`src/rtl/pe_pending_encoder.sv`:
```
// Round-robin pending-set encoder: accumulates multi-hot lane flags and emits
// them one at a time as binary lane indices over a valid/ready stream.
module pe_pending_encoder #(
    parameter  int ADDR_WIDTH = 3,
    localparam int N          = 1 << ADDR_WIDTH
) (
    input  logic                  clk,
    input  logic                  rst_n,
    input  logic                  set_en,
    input  logic [N-1:0]          set_vec,
    input  logic                  clr_all,
    output logic                  out_valid,
    input  logic                  out_ready,
    output logic [ADDR_WIDTH-1:0] out_addr,
    output logic [N-1:0]          pending,
    output logic                  busy,
    output logic                  overflow
);

    logic [N-1:0]          pending_q;
    logic [N-1:0]          pending_d;
    logic                  out_valid_q;
    logic [ADDR_WIDTH-1:0] out_addr_q;
    logic [ADDR_WIDTH-1:0] rr_ptr_q;
    logic                  overflow_q;
    logic                  overflow_d;

    logic                  slot_free;
    logic [2*N-1:0]        doubled;
    logic [N-1:0]          rotated;
    logic                  found;
    logic [ADDR_WIDTH-1:0] offset;
    logic [ADDR_WIDTH-1:0] grant_idx;
    logic                  grant;
    logic [N-1:0]          grant_mask;
    logic [N-1:0]          set_bits;

    assign slot_free = !out_valid_q || out_ready;

    // Rotate pending so that rr_ptr lands at bit 0; the first set bit of the
    // rotated vector is the distance from rr_ptr to the winning lane.
    always_comb begin
        doubled = {pending_q, pending_q} >> rr_ptr_q;
        rotated = doubled[N-1:0];
        found   = 1'b0;
        offset  = '0;
        for (int i = 0; i < N; i++) begin
            if (!found && rotated[i]) begin
                found  = 1'b1;
                offset = i[ADDR_WIDTH-1:0];
            end
        end
    end

    assign grant_idx  = rr_ptr_q + offset;
    assign grant      = slot_free && found;
    assign grant_mask = grant ? ({{(N-1){1'b0}}, 1'b1} << grant_idx) : '0;
    assign set_bits   = set_en ? set_vec : '0;

    // A set landing on the lane being granted re-arms it rather than overflowing.
    assign pending_d  = (pending_q & ~grant_mask) | set_bits;
    assign overflow_d = |(set_bits & pending_q & ~grant_mask);

    always_ff @(posedge clk or negedge rst_n) begin
        if (!rst_n) begin
            pending_q   <= '0;
            out_valid_q <= 1'b0;
            out_addr_q  <= '0;
            rr_ptr_q    <= '0;
            overflow_q  <= 1'b0;
        end else if (clr_all) begin
            pending_q   <= '0;
            out_valid_q <= 1'b0;
            rr_ptr_q    <= '0;
            overflow_q  <= 1'b0;
        end else begin
            pending_q  <= pending_d;
            overflow_q <= overflow_d;
            if (grant) begin
                out_valid_q <= 1'b1;
                out_addr_q  <= grant_idx;
                rr_ptr_q    <= grant_idx + 1'b1;
            end else if (slot_free) begin
                out_valid_q <= 1'b0;
            end
        end
    end

    assign out_valid = out_valid_q;
    assign out_addr  = out_addr_q;
    assign pending   = pending_q;
    assign busy      = (|pending_q) || out_valid_q;
    assign overflow  = overflow_q;

endmodule

```
`config.mk`:
```
export PLATFORM = sky130hd
export DESIGN_NAME = pe_pending_encoder
export DESIGN_NICKNAME = d
export VERILOG_FILES = /design/src/rtl/pe_pending_encoder.sv
export SDC_FILE = /design/constraint.sdc
export NUM_CORES = 1
export LEC_CHECK = 0
export BUFFER_PORTS_ARGS = -buffer_cell sky130_fd_sc_hd__buf_2
export CORE_ASPECT_RATIO = 0.6
export CORE_UTILIZATION = 50
export DETAILED_ROUTE_END_ITERATION = 16
export GPL_TIMING_DRIVEN = 0
export HOLD_SLACK_MARGIN = 0.03
export PLACE_DENSITY = 0.74
export SYNTH_ARGS = -nofsm -noshare
export SYNTH_HDL_FRONTEND = slang
export SYNTH_SLANG_ARGS = --single-unit
```
`constraint.sdc`:
```
create_clock -name clk -period 3.9 [get_ports clk]
set_input_delay 0.975 -clock clk [delete_from_list [all_inputs] [get_ports clk]]
set_output_delay 0.975 -clock clk [all_outputs]
set_load 0.005 [all_outputs]
```
Word level (Yosys, flattened, before mapping)
Index checks and enable logic that the tools add are counted.
{"block": "word_totals", "mem_count": 0, "regBits": 16, "input_bits": 13, "ram_bits": 0, "mem_bits_ro": 0, "elab_cells": 62, "output_inout_bits": 14, "latchBits": 0}
{"block": "op_classes", "shifts": 2, "mul": 0, "div": 0, "muxes": 24, "magnitude_cmp": 0, "reduce_logical": 23, "eq_ne": 0, "n_bitwise": 6, "n_addsub": 2}
{"cell": "$and 8x8->8", "n": 3}
{"cell": "$mux 3", "n": 8}
{"cell": "$mux 8", "n": 3}
{"cell": "$reduce_or 8->1", "n": 2}
{"cell": "$shr 16x3->8", "n": 1}
{"cell": "$mux 1", "n": 13}
{"cell": "$logic_and 1x1->1", "n": 8}
{"cell": "$logic_not 1->1", "n": 8}
{"cell": "$not 8->8", "n": 1}
{"cell": "$or 8x8->8", "n": 1}
{"cell": "$shl 1x3->8 const A", "n": 1}
{"cell": "$add 3x1->3 const B", "n": 1}
{"cell": "$add 3x3->3", "n": 1}
{"cell": "$reduce_bool 3->1", "n": 1}
{"cell": "$logic_or 1x1->1", "n": 2}
{"cell": "$reduce_and 2->1", "n": 1}
{"cell": "$reduce_bool 2->1", "n": 1}
{"cell": "$not 1->1", "n": 1}

Longest topological paths before layout
Gate-level depths: netlist (run 1).
{"block": "logic_depth", "depth_word": 30, "depth_mapped": 17, "ltp_nobuf": 15}

Worst setup path after synthesis (run 1)
No wires, ideal clock.
{"block": "synth_path", "kind": "flip-flop to flip-flop", "start": "register rr_ptr_q[1]", "end": "register rr_ptr_q[2]", "setup_time_ps": 78, "required_ps": 3822, "synth_period_minus_slack_ps": 3948, "arrival_ps": 3870, "n_path_buf": 2, "setup_slack_ps": -48, "stages_incl_launch_ff": 17, "cell_sequence": "dfrtp_1 > buf_6 > buf_6 > mux2_1 > or2_0 > mux4_2 > a211oi_1 > a311oi_1 > o21ai_1 > ha_1 > fa_1 > xor2_1 > inv_1 > xnor2_2 > ha_1 > or2_2 > a21oi_1"}
{"block": "synth_between", "elab_chain_cells": 27, "elab_cells_between_ends": 36, "cone_classes": "add/sub: 2; shift: 1; mux: 17; reduce/logical: 16"}
{"item": "from (decl)", "line": "24", "rtl": "logic [ADDR_WIDTH-1:0] rr_ptr_q;"}
{"item": "from (signal assigned)", "line": "82", "rtl": "rr_ptr_q <= grant_idx + 1'b1;"}
{"item": "$shr 16x3->8", "line": "43", "rtl": "doubled = {pending_q, pending_q} >> rr_ptr_q;"}
{"item": "$mux 1", "line": "48", "rtl": "if (!found && rotated[i]) begin"}
{"item": "$logic_not 1->1", "line": "48"}
{"item": "$logic_and 1x1->1", "line": "48"}
{"item": "$mux 1", "line": "48"}
{"item": "$logic_not 1->1", "line": "48"}
{"item": "$logic_and 1x1->1", "line": "48"}
{"item": "$mux 1", "line": "48"}
{"item": "[... 11 more ...]"}
{"item": "$mux 1", "line": "48"}
{"item": "$logic_not 1->1", "line": "48"}
{"item": "$logic_and 1x1->1", "line": "48"}
{"item": "$mux 3", "line": "48"}
{"item": "$add 3x3->3", "line": "55", "rtl": "assign grant_idx = rr_ptr_q + offset;"}
{"item": "$add 3x1->3", "line": "82"}
{"item": "$mux 3", "line": "79", "rtl": "if (grant) begin"}
{"item": "$mux 3", "line": "71", "rtl": "end else if (clr_all) begin"}
Parallel ways exist; a longest one is shown, timed or not. The select of a mux whose other input is x is not followed.
A chain may end at the register's enable or synchronous reset.

Worst setup path in the final report (run 1)
{"block": "layout_path", "start": "register rr_ptr_q[1]", "end": "register overflow_q, in the netlist overflow"}
{"block": "layout_between", "elab_chain_cells": 30, "elab_cells_between_ends": 38, "cone_classes": "add/sub: 1; shift: 2; mux: 17; bitwise: 2; reduce/logical: 16"}
{"item": "$shr 16x3->8", "line": "43"}
{"item": "$mux 1", "line": "48"}
{"item": "$logic_not 1->1", "line": "48"}
{"item": "$logic_and 1x1->1", "line": "48"}
{"item": "$mux 1", "line": "48"}
{"item": "$logic_not 1->1", "line": "48"}
{"item": "$logic_and 1x1->1", "line": "48"}
{"item": "$mux 1", "line": "48"}
{"item": "[... 15 more ...]"}
{"item": "$add 3x3->3 (*)", "line": "55"}
{"item": "net grant_idx[1]", "line": "33", "rtl": "logic [ADDR_WIDTH-1:0] grant_idx;"}
{"item": "$shl 1x3->8 (*)", "line": "57", "rtl": "assign grant_mask = grant ? ({{(N-1){1'b0}}, 1'b1} << grant_idx) : '0;"}
{"item": "$mux 8 (*)", "line": "57"}
{"item": "$not 8->8 (*)", "line": "62", "rtl": "assign overflow_d = |(set_bits & pending_q & ~grant_mask);"}
{"item": "$and 8x8->8 (*)", "line": "62"}
{"item": "$reduce_or 8->1 (*)", "line": "62"}
{"item": "$mux 1 (*)", "line": "71"}
{"item": "to (signal assigned)", "line": "78", "rtl": "overflow_q <= overflow_d;"}
{"item": "to (decl)", "line": "25", "rtl": "logic overflow_q;"}
The timed path passes the listed nets; every way through them passes the cells marked *.

==> run summary, run 1 <==
Setup_tns: -0.203 ns
Core area: 2980 µm²
CTS Buf Count: 3
Fmax: 0.244 GHz
R2R cell count: 17
Die Y: 46.3 µm
CTS HTree Levels: 1
Slowest CP cell: fa_1
Reg-to-Reg Start: rr_ptr_q[1]
Initial Util: 0.549
CTS tree: done
Setup repair after global routing missed its margin: yes
Hold crit path type: reg2reg
Commonest non-fill, non-tap cell in the layout: buf_2
Final net count: 234
Die width: 75.9 µm
Crit Path Category: reg2reg
Pins Over Slew Limit: 0
Syn Inst Count: 169
Layout Cells excl Fill: 255
DR iter-0 viols: 198
Initial antenna violation count: 0
I/O Buffers: 25
Largest net degree at the start of global routing: 17
Max Cap Violations: 0
Synth warnings: 0
Grt ovf: 0
CP required: 4.02 ns
Final setup margin: -0.203 ns
Worst Setup End Kind: flop
RePlAce Congestion: 0.943
Seq/Total Area, Yosys: 0.244
Drt pass-1 iters: 4
Ports: 27
Hold path startpoint: out_addr[0]
Cell Area, Synth: 1640 µm²
Clock Latency Late Sink: 0.25 ns
Final HPWL DP: 3.33 mm
Slew Limit Headroom: 0.589
Final min period: 4.10 ns
Post-route ant nets: 0
Avg Vias per Cell: 6.31
FP Rows: 15
CP Cell Sequence: buf_8 > mux2_2 > nand2_1 > mux4_2 > buf_4 > nand2_1 > a311oi_1 > o21ai_1 > ha_2 > fa_1 > buf_4 > ha_2 > nand2_1 > a311oi_2 > nand3_2 > o31ai_4 > o22ai_2
Final setup viols: 1
Clock transition at the registers of the reported paths: 0.06 ns
Via count: 1610
Synth cell types: 48
Prevailing post-synth register cell: dfrtp_1
Outcome: complete, but fails checks
All-Layer GR Usage: 0.289
Register-to-register setup slack: -0.20 ns
Placed Cells incl. Taps: 236
Reg-to-reg endpoint: overflow
Clock Path Buffers: 2
Die area: 3520 µm²
Startpoint types: flop
Synth Area per Inst: 9.69 µm²
Post-Syn Nets: 189
CP max stage delay: 0.52 ns
Hold EP: out_addr[0]
Vias in the first global route: 1466
Failing checks: setup timing
Area Overhead vs Synth: 31.1%
Worst path arrival time: 4.23 ns
Worst Skew: 0.00584 ns
Asr flop ratio synth: 1.00
Worst-path maximum fanout: 7
# fillers: 226
Register bit count reported by yosys: 16
Drt drc: 0
Final WL: 4.88 mm
Root Buffer: clkbuf_8
Most frequent cells in the layout: 29 x buf_2, 17 x nand2_1, 15 x dfrtp_1, 15 x buf_4, 12 x a21oi_1
Tcrit/Tclk final: 1.05
Antenna fix cells: 0
Layout cells sized above 1: 0.465
Slew @ Worst Pin: 0.617 ns
Most used cell, CP: nand2_1
Num Clock Sinks: 16
First-pass GRT wire length: 7.17 mm
Cts hold-fix bufs: 0
Worst hold path depth: 1
Final Hold Viols: 0
Wire per inst: 19.1 µm
Post-synth EDFFs: 0
Placement Setup Slack: -0.483 ns
Hold slack final: 0.497 ns
-- metal layers --
layer | GRT usage | vias to the layer above | wire length [µm]
met3 | 0.0788 | 6 | 487
met1 | 0.422 | 779 | 2170
met2 | 0.430 | 93 | 2200
met4 | 0.0519 | 0 | 25
met5 | 0 | - | 0
li1 | - | 732 | -
-- cells in the mapped netlist, types with 2 or more instances --
cell type  count  share of area
o22ai_1        2         0.0076
mux2_2         3          0.021
mux2_1         3          0.021
nand3_1        4          0.012
a311oi_1       3          0.016
o31ai_4        2          0.026
nor2_1         3         0.0069
mux4_1         2          0.032
mux2i_1       13          0.079
o21ai_0        4          0.012
a21oi_1       15          0.046
a211oi_1       2         0.0092
buf_2          4          0.012
xor2_1         2          0.011
a22oi_1        8          0.037
inv_1          7          0.016
clkbuf_1       3         0.0069
o21ai_1        3         0.0092
nand2b_1       2         0.0076
ha_1           6          0.046
buf_6          6          0.041
dfrtp_1       16           0.24
or2_2          2         0.0076
o211ai_1       7          0.032
nand2_1       18          0.041
mux4_2         4          0.055
and3_1         2         0.0076
o31ai_1        2         0.0092
nor3_1         2         0.0061
-- through the flow --
step | cell area [µm²] | util
2_1_floorplan | 1650 | -
3_3_place_gp | 1820 | 0.611
3_5_place_dp | 1820 | 0.611
4_1_cts | 2050 | 0.688
5_1_grt | 2150 | 0.719
6_report | 2150 | 0.719
-- how the worst max path moves through the flow --
stage | endpoint | from | slack (ns) | cells past startpoint
floorplan | overflow | rr_ptr_q[1] | 0.02 | 17
global placement | overflow | rr_ptr_q[1] | -0.44 | 17
detailed placement | overflow | rr_ptr_q[1] | -0.48 | 17
CTS | overflow | rr_ptr_q[1] | -0.08 | 16
global route | overflow | rr_ptr_q[1] | -0.33 | 17
finish | overflow | rr_ptr_q[1] | -0.20 | 17
-- timing repair --
item | 4_1_cts | 5_1_grt
gates resized for setup | 18 | 17
setup buffers | 12 | 4
setup endpoints to repair | 6 | 4
pin swaps | 10 | 11
endpoints found under the hold margin | 0 | 0
-- kinds of logic (layout without fill, tap and decap cells) --
logic type / after synthesis / count (layout) / share of synthesized area
compound gates: 55 / 55 / 0.253
simple gates: 41 / 41 / 0.127
mux: 25 / 25 / 0.208
buf+inv: 22 / 66 / 0.0894
flops: 16 / 16 / 0.244
fa+ha+maj: 7 / 7 / 0.0581
xor+xnor: 3 / 3 / 0.0206
-- sequential cells by signal, summed over array words and instances (netlist names) --
register and cells:
overflow 1, out_addr 3, rr_ptr_q 3, pending 8, out_valid 1
-- critical path: cells and delay by family, from the launching register on --
kind            cells  cell delay [ns]
compound gates      5             1.16
buf+inv             3             0.43
mux                 2             0.63
simple gates        4             0.42
fa+ha+maj           3             0.91
flops               1             0.43
-- cell type report --
class,instances,area (µm²),share of cell area
multi-input combinational,131,1250,0.580
sequential,16,402,0.187
timing repair buffer,41,249,0.116
buffer,14,113,0.0524
clock buffer,4,55.1,0.0256
tap,42,52.6,0.0245
inverter,7,30.0,0.0140
Power of run 1 is left out: the tool's default activity adds up to more than one toggle a clock period on the data nets, which glitch-free logic cannot reach.
==> inputs of run 2 (changes only) <==
Settings changed: PLACE_DENSITY 0.74 to 0.71.
Clock period 3.9 ns to 4.05 ns, I/O delays scaled along.
==> run 2 against run 1 <==
  * The flow still finishes with violations (setup timing)
  * Setup slack better by 0.16 ns
  * Sequential share of layout area grew 0.74 points
  * Clock skew fell by 0.00073 ns
  * Clock-buffer cell count stayed put
  * Largest cell class unchanged
==> run summary, run 2 (synthesis results as in run 1) <==
Slowest CP cell: mux4_2
Initial antenna violation count: 0
Num Clock Sinks: 16
Fmax: 0.245 GHz
Worst path arrival time: 4.22 ns
Hold slack final: 0.489 ns
Final setup margin: -0.0386 ns
Vias in the first global route: 1540
First-pass GRT wire length: 7.72 mm
Clock Latency Late Sink: 0.26 ns
Die width: 75.9 µm
Wire per inst: 20.2 µm
Reg-to-Reg Start: rr_ptr_q[1]
Startpoint types: flop
Die area: 3520 µm²
Avg Vias per Cell: 6.68
Area Overhead vs Synth: 26.1%
Final WL: 5.04 mm
CP max stage delay: 0.53 ns
Crit Path Category: reg2reg
Final min period: 4.09 ns
CTS Buf Count: 3
Failing checks: setup timing
Drt pass-1 iters: 5
I/O Buffers: 25
Worst Skew: 0.00511 ns
Max Cap Violations: 0
R2R cell count: 16
Final Hold Viols: 0
CTS tree: done
Slew Limit Headroom: 0.580
DR iter-0 viols: 228
Worst-path maximum fanout: 6
Post-route ant nets: 0
Ports: 27
Initial Util: 0.549
Largest net degree at the start of global routing: 17
Most frequent cells in the layout: 29 x buf_2, 18 x nand2_1, 15 x dfrtp_1, 13 x a21oi_1, 11 x buf_4
Outcome: complete, but fails checks
Slew @ Worst Pin: 0.631 ns
Final HPWL DP: 3.53 mm
CP Cell Sequence: buf_8 > mux2_4 > or2_0 > mux4_2 > a211oi_2 > a311oi_1 > o21ai_1 > ha_2 > fa_2 > inv_2 > ha_4 > a21oi_2 > a311oi_2 > nand3_2 > o31ai_2 > o22ai_1
Flip-flop count of the largest register after layout: 8
Setup crit end: overflow
Pins Over Slew Limit: 0
Worst Setup End Kind: flop
All-Layer GR Usage: 0.313
Final net count: 229
Clock Path Buffers: 2
Util after Layout: 0.692
Layout cells sized above 1: 0.423
Drt drc: 0
CP required: 4.19 ns
Die Y: 46.3 µm
Root Buffer: clkbuf_8
Hold crit path type: reg2reg
CTS HTree Levels: 1
Via count: 1669
FP Rows: 15
Antenna fix cells: 0
Commonest non-fill, non-tap cell in the layout: buf_2
Setup repair after global routing missed its margin: yes
Clock transition at the registers of the reported paths: 0.07 ns
Grt ovf: 0
Tcrit/Tclk final: 1.01
Crit. Startpoint: rr_ptr_q[1]
Cts hold-fix bufs: 0
RePlAce Congestion: 0.917
Setup_tns: -0.0386 ns
Register-to-register setup slack: -0.04 ns
Worst hold path depth: 1
Final setup viols: 1
Core area: 2980 µm²
Reg-to-reg endpoint: overflow
[run 2: changes by cell type in the layout (fill, tap and decap cells not counted), moves of 2 or more]
cell / previous run / this run
mux2i_1: 8 / 10
ha_1: 1 / 3
ha_2: 4 / 2
buf_4: 15 / 11
[run 2: how the worst min path moves through the flow]
stage	startpoint	to	slack (ns)
floorplan	out_addr[0]	out_addr[0]	0.48
global placement	out_addr[1]	out_addr[1]	0.47
detailed placement	out_addr[1]	out_addr[1]	0.47
CTS	out_addr[1]	out_addr[1]	0.49
global route	out_addr[1]	out_addr[1]	0.53
finish	out_addr[1]	out_addr[1]	0.49
[run 2: repair_timing]
action	in CTS	in global routing
setup endpoints to repair	5	3
gates resized for setup	20	7
setup buffers	8	3
pin swaps	10	12
endpoints found under the hold margin	0	0
[run 2: metrics by stage]
stage	setup WS, ns	area [µm²]	instances
CTS	0.00646	2030	248
global route	-0.167	2070	250
global placement	-0.301	1820	236
finish	-0.0386	2070	250
floorplan	0.102	1640	169
detailed placement	-0.411	1820	236
[run 2: worst max-delay path: cells and delay by family, from the launching register on]
| family | cells | cell delay [ns] |
|---|---|---|
| adders and majority gates | 3 | 0.83 |
| AOI/OAI and AO/OA | 7 | 1.23 |
| muxes | 2 | 0.83 |
| buffers and inverters | 2 | 0.25 |
| DFF | 1 | 0.45 |
| and+or+nand+nor | 2 | 0.41 |
[run 2: area by class of cell]
class	instances	area, µm²
repair buffers	36	208
fillers	240	918
well taps	42	52.6
flip-flops and latches	16	402
inverters	7	30.0
plain buffers	14	113
clock buffers	4	55.1
multi-input cells	131	1210
[run 2: metal layers]
metal / vias to the layer above / track usage / wire (µm)
met1: 806 / 0.439 / 2210
met4: 0 / 0.0741 / 70
met5: - / 0 / 0
li1: 720 / - / -
met3: 14 / 0.0832 / 605
met2: 129 / 0.483 / 2150
Power of run 2 is left out for the same reason.
==> inputs of run 3 (changes only) <==
Settings changed: CORE_ASPECT_RATIO 0.6 to 1.4.
==> run 3 against run 2 <==
  * The flow now finishes without violations
  * Non-clock buffer count fell by 1
  * Routed wire length fell by 6.0%
  * Worst hold slack improved by 0.017 ns
  * Register-to-register slack improved by 0.07 ns
  * Maximum frequency rose by 1.7%
  * Global-route usage fell by 2.1 points
  * Via count fell by 6.4%
  * Clock-buffer cell count did not move
  * Sequential cell count did not move
  * Critical path depth did not move
  * Sequential share of layout area rose by 0.11 points
  * Largest cell class unchanged
==> run summary, run 3 (synthesis results as in run 1) <==
Avg Vias per Cell: 6.35
Hold crit path type: reg2reg
RePlAce Congestion: 0.878
Worst Setup End Kind: flop
Tcrit/Tclk final: 0.993
Most frequent cells in the layout: 29 x buf_2, 17 x nand2_1, 15 x dfrtp_1, 14 x a21oi_1, 11 x mux2i_1
Worst hold path depth: 2
CP required: 4.19 ns
Slew @ Worst Pin: 0.566 ns
Grt ovf: 0
Crit Path Category: reg2reg
CTS Buf Count: 3
Cell Area, Placed: 1810 µm²
CTS tree: done
Design Area, Final: 2050 µm²
Worst path arrival time: 4.16 ns
Initial antenna violation count: 0
Drt drc: 0
Commonest non-fill, non-tap cell in the layout: buf_2
First-pass GRT wire length: 7.76 mm
DR iter-0 viols: 65
R2R cell count: 16
GRT met1 Usage: 0.370
Setup repair after global routing missed its margin: yes
Final setup viols: 0
Hold slack final: 0.506 ns
Most used cell, CP: a311oi_2
Worst Skew: 0.00210 ns
Fmax: 0.249 GHz
Max Cap Violations: 0
Largest net degree at the start of global routing: 17
Final min period: 4.02 ns
Slew Limit Headroom: 0.612
Vias in the first global route: 1583
Drt pass-1 iters: 4
Ports: 27
CP max stage delay: 0.52 ns
Post-route ant nets: 0
CTS HTree Levels: 1
Die Y: 69.7 µm
Cts hold-fix bufs: 0
Layout cells sized above 1: 0.411
Clock Path Buffers: 2
Outcome: finished clean
Die width: 50.4 µm
Core area: 3120 µm²
FP Rows: 24
Num Clock Sinks: 16
I/O Buffers: 25
Antenna fix cells: 0
Area Overhead vs Synth: 25.4%
Grt met2 use: 0.507
Final HPWL DP: 3.43 mm
Startpoint types: flop
Clock Latency Late Sink: 0.26 ns
Pins Over Slew Limit: 0
GR peak layer: met2
Final WL: 4.74 mm
Slowest CP cell: mux4_2
Root Buffer: clkbuf_8
All-Layer GR Usage: 0.292
Final net count: 228
Clock transition at the registers of the reported paths: 0.07 ns
Wire per inst: 19.3 µm
CP Cell Sequence: buf_8 > mux2_4 > or2_0 > mux4_2 > a211oi_2 > a311oi_2 > o21ai_1 > ha_2 > fa_2 > inv_2 > ha_4 > a21oi_2 > a311oi_2 > nand3_2 > o31ai_4 > o22ai_1
Die area: 3510 µm²
Via count: 1562
Flip-flop count of the largest register after layout: 8
Final Hold Viols: 0
GRT met3 Usage: 0.0175
Worst-path maximum fanout: 6
Initial Util: 0.524
## run 3: changes by cell type in the layout (fill, tap and decap cells not counted), sizes merged
cell / change
buf: -1
clkinvlp: -1
inv: +1
## run 3: worst paths after layout
check                       startpoint          end  slack, ns
min reg2reg                out_addr[2]  out_addr[2]       0.51
min in group asynchronous        rst_n   pending[1]       0.67
max reg2reg                rr_ptr_q[1]     overflow       0.03
max                        rr_ptr_q[1]     overflow       0.03
max in group asynchronous        rst_n  rr_ptr_q[1]       3.09
min                        out_addr[2]  out_addr[2]       0.51
## run 3: stage by stage
step	setup slack, ns	util	setup TNS [ns]	std cells
finish	0.0303	0.658	0	246
global route	-0.118	0.658	-0.118	246
CTS	-0.0236	0.639	-0.0236	243
detailed placement	-0.473	0.580	-1.50	233
global placement	-0.400	0.580	-1.02	233
floorplan	0.102	-	0	169
## run 3: repair_timing
action | CTS | global route
endpoints found under the setup margin | 10 | 3
gates cloned | 0 | 0
buffers inserted | 6 | 4
gates resized for setup | 19 | 7
pin swaps | 11 | 8
## run 3: area by class of cell
cell class	count	area, µm²
fill	260	1070
tap	39	48.8
timing repair buffer	35	200
inverter	7	26.3
multi-input combinational	131	1210
sequential	16	402
buffer	14	113
clock buffer	4	55.1
## run 3: layer usage
layer | wire length [µm] | share of wire
met1 | 1900 | 0.40
met2 | 2570 | 0.54
met3 | 158 | 0.033
met4 | 112 | 0.024
met5 | 0 | 0
## run 3: worst max-delay path, delay by kind of cell, from the launching register on
kind | cells | cell delay (ns)
flops | 1 | 0.45
buf+inv | 2 | 0.25
compound gates | 7 | 1.18
fa+ha+maj | 3 | 0.83
simple gates | 2 | 0.37
mux | 2 | 0.82
Power of run 3 is left out for the same reason.
